File: src/rtl/and_operand_sequencer_if.sv
// Purpose: byte stream in / operand pair out handshake bundle for the AND-unit
//          operand sequencer.
// Signals:
//   in_data/in_valid/in_ready   operand byte stream (A first, then B)
//   op_a/op_b/op_valid/op_ready operand pair presented to the AND stage
// Modports:
//   slave  - the sequencer (consumes the byte stream, produces the pair)
//   master - the environment (produces bytes, consumes the pair)
interface and_operand_sequencer_if #(
  parameter int unsigned WIDTH = 8
);
  logic [WIDTH-1:0] in_data;
  logic             in_valid;
  logic             in_ready;
  logic [WIDTH-1:0] op_a;
  logic [WIDTH-1:0] op_b;
  logic             op_valid;
  logic             op_ready;

  modport slave (
    input  in_data, in_valid, op_ready,
    output in_ready, op_a, op_b, op_valid
  );

  modport master (
    output in_data, in_valid, op_ready,
    input  in_ready, op_a, op_b, op_valid
  );
endinterface

File: src/rtl/and_operand_sequencer.sv
// Purpose: collects two bytes (A then B) from a valid/ready stream, holds them
//          as a stable operand pair for the AND stage, and counts consumed pairs.
// Ports:
//   clk       rising-edge clock
//   reset     asynchronous, active-high reset
//   flush     synchronous abort of a partially/fully loaded pair
//   bus       and_operand_sequencer_if.slave (byte stream in, operand pair out)
//   op_count  pairs consumed, modulo 2^CNT_W
//   phase     debug view of the state: 0=WAIT_A 1=WAIT_B 2=PRESENT
module and_operand_sequencer #(
  parameter int unsigned WIDTH = 8,
  parameter int unsigned CNT_W = 8
) (
  input  logic                   clk,
  input  logic                   reset,
  input  logic                   flush,
  and_operand_sequencer_if.slave bus,
  output logic [CNT_W-1:0]       op_count,
  output logic [1:0]             phase
);

  typedef enum logic [1:0] {
    WAIT_A  = 2'd0,
    WAIT_B  = 2'd1,
    PRESENT = 2'd2
  } state_t;

  state_t     state;
  state_t     state_d;
  logic       in_ready_d;
  logic       op_valid_d;
  logic [1:0] phase_d;

  // Next-state logic; flush overrides every transition.
  always_comb begin
    state_d = state;
    if (flush) begin
      state_d = WAIT_A;
    end else begin
      case (state)
        WAIT_A:  if (bus.in_valid) state_d = WAIT_B;
        WAIT_B:  if (bus.in_valid) state_d = PRESENT;
        PRESENT: if (bus.op_ready) state_d = WAIT_A;
        default: state_d = WAIT_A;
      endcase
    end
  end

  // Handshake outputs decoded from the next state so they can be registered
  // alongside the state itself (no input-to-output combinational path).
  always_comb begin
    in_ready_d = 1'b0;
    op_valid_d = 1'b0;
    phase_d    = 2'(state_d);
    case (state_d)
      WAIT_A, WAIT_B: in_ready_d = 1'b1;
      PRESENT:        op_valid_d = 1'b1;
      default:        in_ready_d = 1'b0;
    endcase
  end

  // State register with registered handshake/debug outputs.
  always_ff @(posedge clk or posedge reset) begin
    if (reset) begin
      state        <= WAIT_A;
      bus.in_ready <= 1'b1;
      bus.op_valid <= 1'b0;
      phase        <= 2'd0;
    end else begin
      state        <= state_d;
      bus.in_ready <= in_ready_d;
      bus.op_valid <= op_valid_d;
      phase        <= phase_d;
    end
  end

  // Operand capture and consume counter; a flush clears the pair but keeps the
  // count, and suppresses a concurrent consume.
  always_ff @(posedge clk or posedge reset) begin
    if (reset) begin
      bus.op_a <= '0;
      bus.op_b <= '0;
      op_count <= '0;
    end else if (flush) begin
      bus.op_a <= '0;
      bus.op_b <= '0;
    end else begin
      case (state)
        WAIT_A:  if (bus.in_valid) bus.op_a <= bus.in_data;
        WAIT_B:  if (bus.in_valid) bus.op_b <= bus.in_data;
        PRESENT: if (bus.op_ready) op_count <= op_count + CNT_W'(1);
        default: ;
      endcase
    end
  end

endmodule

File: src/flat_wrapper.sv
// flat-port wrapper written by rule: the top's interface ports become plain ports
module and_operand_sequencer_flat 
#(
  parameter int unsigned WIDTH = 8,
  parameter int unsigned CNT_W = 8
)
  (clk, reset, flush, op_count, phase, bus_in_data, bus_in_valid, bus_op_ready, bus_in_ready, bus_op_a, bus_op_b, bus_op_valid);
  and_operand_sequencer_if #(.WIDTH(WIDTH)) bus_i ();
  input  logic clk;
  input  logic reset;
  input  logic flush;
  output logic [CNT_W-1:0] op_count;
  output logic [1:0] phase;
  input wire logic [$bits(bus_i.in_data)-1:0] bus_in_data;
  input wire logic [$bits(bus_i.in_valid)-1:0] bus_in_valid;
  input wire logic [$bits(bus_i.op_ready)-1:0] bus_op_ready;
  output wire logic [$bits(bus_i.in_ready)-1:0] bus_in_ready;
  output wire logic [$bits(bus_i.op_a)-1:0] bus_op_a;
  output wire logic [$bits(bus_i.op_b)-1:0] bus_op_b;
  output wire logic [$bits(bus_i.op_valid)-1:0] bus_op_valid;
  assign bus_i.in_data = bus_in_data;
  assign bus_i.in_valid = bus_in_valid;
  assign bus_i.op_ready = bus_op_ready;
  assign bus_in_ready = bus_i.in_ready;
  assign bus_op_a = bus_i.op_a;
  assign bus_op_b = bus_i.op_b;
  assign bus_op_valid = bus_i.op_valid;
  and_operand_sequencer #(.WIDTH(WIDTH), .CNT_W(CNT_W)) u_core (.clk(clk), .reset(reset), .flush(flush), .bus(bus_i), .op_count(op_count), .phase(phase));
endmodule
File: config.mk
export PLATFORM = sky130hd
export DESIGN_NAME = and_operand_sequencer_flat
export DESIGN_NICKNAME = d
export VERILOG_FILES = /design/src/rtl/and_operand_sequencer_if.sv /design/src/rtl/and_operand_sequencer.sv /design/src/flat_wrapper.sv
export SDC_FILE = /design/constraint.sdc
export NUM_CORES = 1
export LEC_CHECK = 0
export BUFFER_PORTS_ARGS = -buffer_cell sky130_fd_sc_hd__buf_2
export CAP_MARGIN = 20
export CORE_MARGIN = 4
export CORE_UTILIZATION = 30
export CTS_BUF_LIST = sky130_fd_sc_hd__clkbuf_16
export CTS_CLUSTER_DIAMETER = 80
export DETAILED_ROUTE_END_ITERATION = 12
export SYNTH_ARGS = -nofsm -noshare
export SYNTH_HDL_FRONTEND = slang
export SYNTH_SLANG_ARGS = --single-unit
File: constraint.sdc
create_clock -name clk -period 2.3 [get_ports clk]
set_clock_uncertainty 0.2 [all_clocks]
set_input_delay 0.23 -clock clk [delete_from_list [all_inputs] [get_ports clk]]
set_output_delay 0.23 -clock clk [all_outputs]
set_load 0.02 [all_outputs]
* Word-level counts from Yosys, hierarchy flattened *
Cells that the tools add are included.

word-level totals
  word-level logic and storage cells = 33
  bits of input ports = 13
  register bits = 28

cells by class
  add/sub/neg operators = 1
  eq/ne operators = 4
  reduce and logical (&&, ||, !) cells = 9
  mux-type cells = 12
  bitwise logic cells = 1

operators by type and width
  kind                 count
  $mux 8               5
  $add 8x1->8 const B  1
  $mux 2               4
  $pmux 2 s3           1
  $reduce_bool 2->1    3
  $eq 2x1->1 const B   2
  $eq 2x2->1 const B   2
  $logic_not 2->1      2
  $reduce_and 2->1     2
  $reduce_and 3->1     1
  $mux 1               2
  $reduce_or 2->1      1
  $not 1->1            1

* Logic depth before layout (Yosys ltp) *
Gate-level depths: netlist of the first run.

  word-level depth = 6
  gate-level depth with buffers = 4
  depth with buffers taken out = 4

* Worst setup path before layout of the first run *
No wires, ideal clock.

  path kind = register -> register
  from = reg, netlist name u_core.phase[0]
  to = reg u_core.op_count[7]
  setup slack = 0.781 ns
  stages on the path, launching flop included = 4
  arrival = 1.239 ns
  cell sequence = dfrtp_1 -> nand4bb_4 -> nor4_4 -> xor2_1

RTL lines
  item                  line                         RTL
  end signal, assigned  and_operand_sequencer.sv:91  PRESENT: if (bus.op_ready) op_count <= op_count + CNT_W'(1);
  end, declared         and_operand_sequencer.sv:18  output logic [CNT_W-1:0] op_count,

==> flow_summary.html, run 1 <==
<table>
<tr><th>Metric</th><th>Value</th></tr>
<tr><th colspan="2">Status</th></tr>
<tr><td>Result of the run</td><td>finished clean</td></tr>
<tr><th colspan="2">Critical path</th></tr>
<tr><td>CP Launch Type</td><td>flip-flop</td></tr>
<tr><td>Depth of the worst register-to-register path</td><td>3</td></tr>
<tr><td>Data arrival time of the critical path</td><td>about 1.7 ns</td></tr>
<tr><td>Type of the worst setup path</td><td>flip-flop to flip-flop</td></tr>
<tr><td>Worst R2R Setup Slack</td><td>between 0.5 and 0.6 ns</td></tr>
<tr><td>CP endpoint</td><td>u_core.bus.op_b[5]</td></tr>
<tr><td>Launching point of the worst reg2reg path</td><td>u_core.phase[1]</td></tr>
<tr><td>Capturing element type of the critical path</td><td>flip-flop</td></tr>
<tr><td>Critical path launch point</td><td>u_core.phase[1]</td></tr>
<tr><td>End of the worst register-to-register path</td><td>u_core.bus.op_b[5]</td></tr>
<tr><td>Required time at the worst-slack endpoint</td><td>2.23 ns</td></tr>
<tr><td>Top fanout value on the critical path</td><td>10</td></tr>
<tr><th colspan="2">Placement</th></tr>
<tr><td>Post-DP HPWL</td><td>1780 um</td></tr>
<tr><td>Number of port buffers</td><td>40</td></tr>
<tr><td>Worst-case setup slack after placement</td><td>0.583 ns</td></tr>
<tr><td>DP Area</td><td>0.00145 mm2</td></tr>
<tr><td>Number of instances in the placed design</td><td>roughly 180</td></tr>
<tr><td>Gp weighted congestion</td><td>0.728</td></tr>
<tr><th colspan="2">Routing</th></tr>
<tr><td>Vias per cell</td><td>4.32</td></tr>
<tr><td>Post-detailed-routing wire length</td><td>2490 um</td></tr>
<tr><td>Post-DR wirelength/cell</td><td>13.3 um</td></tr>
<tr><td>Final antenna-violating net count</td><td>0</td></tr>
<tr><td>Number of design rule violations left after detail routing</td><td>0</td></tr>
<tr><td>Pre-antenna DRT Iters</td><td>2</td></tr>
<tr><td>Iteration-0 DRC count of the detailed router</td><td>10</td></tr>
<tr><td>Detailed-route via count</td><td>807</td></tr>
<tr><th colspan="2">Layout</th></tr>
<tr><td>Number of diodes added for antenna fixing</td><td>0</td></tr>
<tr><td>Total Nets Final</td><td>154</td></tr>
<tr><td>Fraction of final layout cells with drive strength greater than 1</td><td>37.4%</td></tr>
<tr><td>Cell Count, Final, Fillers Out</td><td>about 190</td></tr>
<tr><td>Fillers</td><td>around 390</td></tr>
<tr><td>Layout area overhead</td><td>31.4%</td></tr>
<tr><td>Total area of multi-input combinational cells</td><td>465 um2</td></tr>
<tr><td>Final std cell area, no fill</td><td>0.00157 mm2</td></tr>
<tr><td>Sequential cell area in the final layout</td><td>702 um2</td></tr>
<tr><th colspan="2">Yosys</th></tr>
<tr><td>Synthesis-stage register bit count</td><td>28</td></tr>
<tr><td>Synthesized netlist cell count</td><td>96</td></tr>
<tr><td>Synth Area per Inst</td><td>~12 um2</td></tr>
<tr><td>Number of library cell types mapped by synthesis</td><td>23</td></tr>
<tr><td>Area share of the largest cell type after synthesis</td><td>56.7%</td></tr>
<tr><td>Yosys warning count</td><td>0</td></tr>
<tr><td>Synth area leader</td><td>dfrtp_1</td></tr>
<tr><td>Register area share after synthesis</td><td>58.9%</td></tr>
<tr><td>Post-synthesis instance area</td><td>0.00119 mm2</td></tr>
<tr><td>Total nets after synthesis</td><td>110</td></tr>
<tr><td>Biggest area contributors in the synthesized netlist</td><td>dfrtp_1 57%, mux2i_1 13%, nor2_1 5.0%, xnor2_1 3.7%, nand4bb_4 2.3%</td></tr>
<tr><th colspan="2">Floorplan</th></tr>
<tr><td>Height of the die</td><td>just over 70 um</td></tr>
<tr><td>Initial core utilization</td><td>31.8%</td></tr>
<tr><td>Die Width</td><td>71.0 um</td></tr>
<tr><td>Top Ports</td><td>41</td></tr>
<tr><td>Area of the die</td><td>0.00504 mm2</td></tr>
<tr><td>Core footprint</td><td>0.00374 mm2</td></tr>
<tr><td>Floorplan row count</td><td>22</td></tr>
<tr><th colspan="2">STA</th></tr>
<tr><td>Final setup violation count</td><td>0</td></tr>
<tr><td>Hold Worst Slack</td><td>0.0268 ns</td></tr>
<tr><td>Timing-limited maximum frequency</td><td>581 MHz</td></tr>
<tr><td>RSZ-0062 raised after global routing</td><td>false</td></tr>
<tr><td>Relative slew slack</td><td>59.7%</td></tr>
<tr><td>Worst setup slack after layout</td><td>0.579 ns</td></tr>
<tr><td>Transition time at the pin with the least slew margin</td><td>0.603 ns</td></tr>
<tr><td>Final critical-path required period</td><td>1.72 ns</td></tr>
<tr><td>Count of final hold-check violations</td><td>0</td></tr>
<tr><td>Number of slew-limit violations in the final report</td><td>0</td></tr>
<tr><td>Final period utilization</td><td>74.8%</td></tr>
<tr><td>Final total negative setup slack</td><td>0 ns</td></tr>
<tr><th colspan="2">Global route</th></tr>
<tr><td>Number of antenna violations at the first check in global routing</td><td>0</td></tr>
<tr><td>Vias in the first global route</td><td>882</td></tr>
<tr><td>Pin count of the biggest net entering global routing</td><td>29</td></tr>
<tr><td>First-pass GRT wire length</td><td>4200 um</td></tr>
<tr><td>Overall track demand over capacity in global routing</td><td>between 10% and 20%</td></tr>
<tr><td>Congestion Overflow GR</td><td>0</td></tr>
<tr><th colspan="2">Clock network</th></tr>
<tr><td>Total clock buffers created by CTS</td><td>3</td></tr>
<tr><td>Clock slew at the register clock pins of the worst setup and hold paths</td><td>0.07 ns</td></tr>
<tr><td>Clock Tree Buf Depth</td><td>2</td></tr>
<tr><td>CTS-repair resized insts</td><td>0</td></tr>
<tr><td>Clock tree from TritonCTS</td><td>yes</td></tr>
<tr><td>Worst skew pair latency</td><td>between 0.2 and 0.3 ns</td></tr>
<tr><td>Htree depth</td><td>1</td></tr>
<tr><td>Clock tree root buffer cell</td><td>clkbuf_16</td></tr>
<tr><td>Sinks on Clock Net</td><td>28</td></tr>
<tr><th colspan="2">Power</th></tr>
<tr><td>Maximum vdd ir drop</td><td>0.253 mV</td></tr>
<tr><td>Power density normalized to cell area</td><td>814 mW/mm2</td></tr>
<tr><td>Static leakage</td><td>0.877 nW</td></tr>
<tr><th colspan="2">Run</th></tr>
<tr><td>Total of max-cap violations</td><td>0</td></tr>
<tr><th colspan="2">Min path</th></tr>
<tr><td>Instance count along the most critical hold path</td><td>3</td></tr>
<tr><td>Class of the tightest hold or removal check</td><td>input port to flip-flop</td></tr>
</table>
-- registers in the layout (all words and copies together), names as in the netlist --
signal	flops
u_core.bus.op_b	8
u_core.phase	2
u_core.op_count	8
u_core.bus.in_ready	1
u_core.bus.op_a	8
u_core.bus.op_valid	1
-- metrics by stage --
step           utilization, %  total power [mW]
2_1_floorplan               -             0.705
3_3_place_gp             38.7             0.776
3_5_place_dp             38.7             0.779
4_1_cts                  41.8              1.30
5_1_grt                  41.8              1.34
6_report                 41.8              1.27
-- worst min-delay path by stage --
stage                    from                  to  slack [ns]
2_1_floorplan           reset  u_core.bus.op_a[0]        0.09
3_3_place_gp            reset  u_core.bus.op_a[3]        0.11
3_5_place_dp            reset  u_core.bus.op_b[4]        0.12
4_1_cts        bus_in_data[4]  u_core.bus.op_b[4]        0.03
5_1_grt        bus_in_data[3]  u_core.bus.op_b[3]        0.04
6_report       bus_in_data[2]  u_core.bus.op_b[2]        0.03
-- repair_timing --
item | CTS | global route
hold buffers | 1 | 0
buffers inserted | 0 | 0
setup endpoints to repair | 0 | 0
endpoints found under the hold margin | 27 | 0
-- synth_stat cells, drive strengths merged --
library cell	count
a21oi	2
and4bb	1
buf	3
clkbuf	1
dfrtp	27
dfstp	1
ha	1
inv	2
mux2i	16
nand2	7
nand3	1
nand3b	1
nand4	2
nand4bb	1
nor2	16
nor3	3
nor3b	1
nor4	1
or3b	1
xnor2	5
xor2	3
-- cell usage in the layout (no fill, tap or decap), drive strengths merged --
cell type,count
a21oi,2
and4bb,1
buf,42
bufinv,1
clkbuf,3
dfrtp,27
dfstp,1
dlygate4sd3,1
ha,1
inv,2
mux2i,16
nand2,7
nand3,1
nand3b,1
nand4,2
nand4bb,1
nor2,16
nor3,3
nor3b,1
nor4,1
or3b,1
xnor2,5
xor2,3
-- area by class of cell --
| cell class | instances | share of cell area [%] |
|---|---|---|
| multi-input cells | 62 | 29.7 |
| repair buffers | 43 | 14.4 |
| clock buffers | 3 | 4.80 |
| clock inverters | 1 | 1.92 |
| flip-flops and latches | 28 | 44.8 |
| inverters | 2 | 0.480 |
| well taps | 48 | 3.84 |
-- power breakdown --
part / switching, mW / total, mW / internal [mW]
combinational: 0.124 / 0.207 / 0.0831
clock: 0.158 / 0.504 / 0.346
sequential: 0.0344 / 0.563 / 0.529
total: 0.316 / 1.27 / 0.958
-- per-layer routing --
metal	part of all wire, %	global-route usage, %
met4	1.1	5.01
met1	47	13.3
met5	0	0
met2	49	17.3
met3	2.7	1.56
-- critical path, stage by stage (launching register included) --
cell,delay (ns)
dfrtp_1,0.46
nand3b_1,0.54
mux2i_1,0.33
nor2_1,0.06
-- cells by family after synthesis --
kind of cell | Yosys count | synth area share (%)
AOI/OAI and AO/OA | 2 | 1.16
DFF | 28 | 58.9
buffers and inverters | 6 | 2.42
muxes | 16 | 13.4
xor gates and xnor gates | 8 | 5.88
and+or+nand+nor | 35 | 17.1
adders and majority gates | 1 | 1.05
Power figures use the tool's default switching activity.
==> inputs of run 2 (changes only) <==
clock period = 1.7 ns   (was 2.3 ns; I/O delays follow)
==> run 2 against run 1 <==
  * Critical path type unchanged
  * First-iteration DRC count is 130% higher
  * Sequential share of layout area is 1.9 points lower
  * Clock power is 4.4% higher
  * Utilization is 1.8 points higher
  * Power is 24% higher
==> flow_summary.html, run 2 (synthesis results as in run 1) <==
<table>
<tr><th>Metric</th><th>Value</th></tr>
<tr><th colspan="2">STA</th></tr>
<tr><td>Timing-limited maximum frequency</td><td>658 MHz</td></tr>
<tr><td>RSZ-0062 raised after global routing</td><td>false</td></tr>
<tr><td>Transition time at the pin with the least slew margin</td><td>0.352 ns</td></tr>
<tr><td>Final period utilization</td><td>89.4%</td></tr>
<tr><td>Hold Worst Slack</td><td>0.0119 ns</td></tr>
<tr><td>Count of final hold-check violations</td><td>0</td></tr>
<tr><td>Final critical-path required period</td><td>1.52 ns</td></tr>
<tr><td>Relative slew slack</td><td>76.6%</td></tr>
<tr><td>Final total negative setup slack</td><td>0 ns</td></tr>
<tr><td>Number of slew-limit violations in the final report</td><td>0</td></tr>
<tr><td>Final setup violation count</td><td>0</td></tr>
<tr><th colspan="2">Global route</th></tr>
<tr><td>Vias in the first global route</td><td>1001</td></tr>
<tr><td>Overall track demand over capacity in global routing</td><td>a little under an eighth</td></tr>
<tr><td>Pin count of the biggest net entering global routing</td><td>29</td></tr>
<tr><td>Congestion Overflow GR</td><td>0</td></tr>
<tr><td>First-pass GRT wire length</td><td>4630 um</td></tr>
<tr><td>Number of antenna violations at the first check in global routing</td><td>0</td></tr>
<tr><th colspan="2">Floorplan</th></tr>
<tr><td>Top Ports</td><td>41</td></tr>
<tr><td>Die Width</td><td>71.0 um</td></tr>
<tr><td>Initial core utilization</td><td>31.8%</td></tr>
<tr><td>Height of the die</td><td>a little over 70 um</td></tr>
<tr><td>Area of the die</td><td>0.00504 mm2</td></tr>
<tr><td>Floorplan row count</td><td>22</td></tr>
<tr><td>Core footprint</td><td>0.00374 mm2</td></tr>
<tr><th colspan="2">Status</th></tr>
<tr><td>Result of the run</td><td>finished clean</td></tr>
<tr><th colspan="2">Critical path</th></tr>
<tr><td>End of the worst register-to-register path</td><td>u_core.op_count[6]</td></tr>
<tr><td>CP Launch Type</td><td>flip-flop</td></tr>
<tr><td>Top fanout value on the critical path</td><td>7</td></tr>
<tr><td>Worst path slowest cell</td><td>dfrtp_1</td></tr>
<tr><td>Largest stage delay, worst path</td><td>0.45 ns</td></tr>
<tr><td>Type of the worst setup path</td><td>flip-flop to flip-flop</td></tr>
<tr><td>Capturing element type of the critical path</td><td>flip-flop</td></tr>
<tr><td>Critical path launch point</td><td>u_core.phase[0]</td></tr>
<tr><td>Depth of the worst register-to-register path</td><td>3</td></tr>
<tr><td>Worst R2R Setup Slack</td><td>around 0.18 ns</td></tr>
<tr><td>Critical path cell sequence</td><td>nand4bb_4 -&gt; nor3_1 -&gt; xor2_1</td></tr>
<tr><td>Data arrival time of the critical path</td><td>~1.5 ns</td></tr>
<tr><td>Required time at the worst-slack endpoint</td><td>around 1.7 ns</td></tr>
<tr><td>Launching point of the worst reg2reg path</td><td>u_core.phase[0]</td></tr>
<tr><th colspan="2">Power</th></tr>
<tr><td>Maximum vdd ir drop</td><td>between 0.3 and 0.4 mV</td></tr>
<tr><td>Power Internal</td><td>~1.2 mW</td></tr>
<tr><td>Power density normalized to cell area</td><td>969 mW/mm2</td></tr>
<tr><td>Overall power consumption</td><td>1.58 mW</td></tr>
<tr><td>Static leakage</td><td>0.907 nW</td></tr>
<tr><td>Switch Pwr</td><td>roughly 0.43 mW</td></tr>
<tr><td>Sequential power share</td><td>roughly half</td></tr>
<tr><td>Net switching share of the total power</td><td>around 27%</td></tr>
<tr><td>Clock power frac</td><td>between 30% and 40%</td></tr>
<tr><td>Combinational Power Share</td><td>18.7%</td></tr>
<tr><th colspan="2">Layout</th></tr>
<tr><td>Total Nets Final</td><td>around 160</td></tr>
<tr><td>Number of diodes added for antenna fixing</td><td>0</td></tr>
<tr><td>Most frequent standard cell in the layout excluding fill and tap cells</td><td>buf_2</td></tr>
<tr><td>Most frequent cells in the layout</td><td>40 x buf_2, 27 x dfrtp_1, 16 x mux2i_1, 16 x nor2_1, 9 x dlygate4sd3_1</td></tr>
<tr><td>Fillers</td><td>between 300 and 400</td></tr>
<tr><td>Fraction of final layout cells with drive strength greater than 1</td><td>35.6%</td></tr>
<tr><td>Layout area overhead</td><td>37.2%</td></tr>
<tr><td>Top Registers</td><td>u_core.bus.op_a x8, u_core.bus.op_b x8, u_core.op_count x8</td></tr>
<tr><th colspan="2">Clock network</th></tr>
<tr><td>Clock tree root buffer cell</td><td>clkbuf_16</td></tr>
<tr><td>Total clock buffers created by CTS</td><td>3</td></tr>
<tr><td>Htree depth</td><td>1</td></tr>
<tr><td>Sinks on Clock Net</td><td>28</td></tr>
<tr><td>Clock tree from TritonCTS</td><td>yes</td></tr>
<tr><td>Clock slew at the register clock pins of the worst setup and hold paths</td><td>0.07 ns</td></tr>
<tr><td>Worst skew pair latency</td><td>roughly 0.26 ns</td></tr>
<tr><td>Total setup buffers inserted after CTS</td><td>0</td></tr>
<tr><td>CTS-repair resized insts</td><td>0</td></tr>
<tr><td>Clock Tree Buf Depth</td><td>2</td></tr>
<tr><td>Hold Buf Count CTS</td><td>9</td></tr>
<tr><th colspan="2">Routing</th></tr>
<tr><td>Pre-antenna DRT Iters</td><td>4</td></tr>
<tr><td>Vias per cell</td><td>roughly 4.5</td></tr>
<tr><td>Iteration-0 DRC count of the detailed router</td><td>23</td></tr>
<tr><td>Final antenna-violating net count</td><td>0</td></tr>
<tr><td>Detailed-route via count</td><td>882</td></tr>
<tr><td>Post-DR wirelength/cell</td><td>13.3 um</td></tr>
<tr><td>Post-detailed-routing wire length</td><td>2620 um</td></tr>
<tr><td>Number of design rule violations left after detail routing</td><td>0</td></tr>
<tr><th colspan="2">Min path</th></tr>
<tr><td>Class of the tightest hold or removal check</td><td>input port to flip-flop</td></tr>
<tr><td>Hold Path Origin</td><td>bus_in_valid</td></tr>
<tr><td>Instance count along the most critical hold path</td><td>3</td></tr>
<tr><td>Hold-critical path endpoint</td><td>u_core.phase[0]</td></tr>
<tr><th colspan="2">Placement</th></tr>
<tr><td>Number of port buffers</td><td>40</td></tr>
<tr><td>Gp weighted congestion</td><td>around 0.72</td></tr>
<tr><td>Post-DP HPWL</td><td>about 1900 um</td></tr>
<tr><th colspan="2">Run</th></tr>
<tr><td>Total of max-cap violations</td><td>0</td></tr>
</table>
[run 2: cell types whose count changed in the layout (fill, tap and decap cells not counted), sizes merged]
cell / change
buf: +2
dlygate4sd3: +8
clkinv: +1
bufinv: -1
[run 2: through the flow]
stage | setup WS [ns] | util, % | instance area [um2] | std cells
floorplan | 0.181 | - | 1190 | 96
global placement | 0.246 | 39.1 | 1470 | 184
detailed placement | 0.177 | 39.1 | 1470 | 184
CTS | 0.161 | 43.6 | 1630 | 197
global route | 0.0774 | 43.6 | 1630 | 197
finish | 0.181 | 43.6 | 1630 | 197
[run 2: critical path: cells and delay by family (launching register included)]
kind / cells / cell delay [ns]
flip-flops: 1 / 0.45
XOR/XNOR: 1 / 0.18
AND/OR/NAND/NOR: 2 / 0.61
[run 2: area by class of cell]
cell class	instances	area, um2	area share [%]
Inverter	2	7.51	0.459
Tap cell	48	60.1	3.68
Clock inverter	1	3.75	0.230
Clock buffer	3	75.1	4.59
Multi-Input combinational cell	62	465	28.5
Timing Repair Buffer	53	320	19.6
Sequential cell	28	702	43.0
[run 2: power groups by stage]
stage / clock, mW / sequential [mW] / combinational [mW]
floorplan: 0 / 0.831 / 0.123
global placement: 0 / 0.773 / 0.283
detailed placement: 0 / 0.775 / 0.284
CTS: 0.543 / 0.763 / 0.301
global route: 0.563 / 0.771 / 0.330
finish: 0.526 / 0.762 / 0.296
[run 2: worst max path at each step]
stage	to	slack, ns	cells past startpoint
after floorplan	u_core.op_count[7]	0.18	3
after global placement	u_core.op_count[7]	0.25	3
after detailed placement	u_core.op_count[6]	0.18	3
after CTS	u_core.op_count[6]	0.16	3
after global routing	u_core.op_count[6]	0.08	3
final	u_core.op_count[6]	0.18	3
[run 2: per-layer routing]
layer / up-vias / share of wire (%) / track usage [%]
met2: 24 / 50 / 19.4
li1: 428 / - / -
met5: - / 0 / 0
met1: 422 / 44 / 13.8
met3: 8 / 3.6 / 1.85
met4: 0 / 3.2 / 6.89
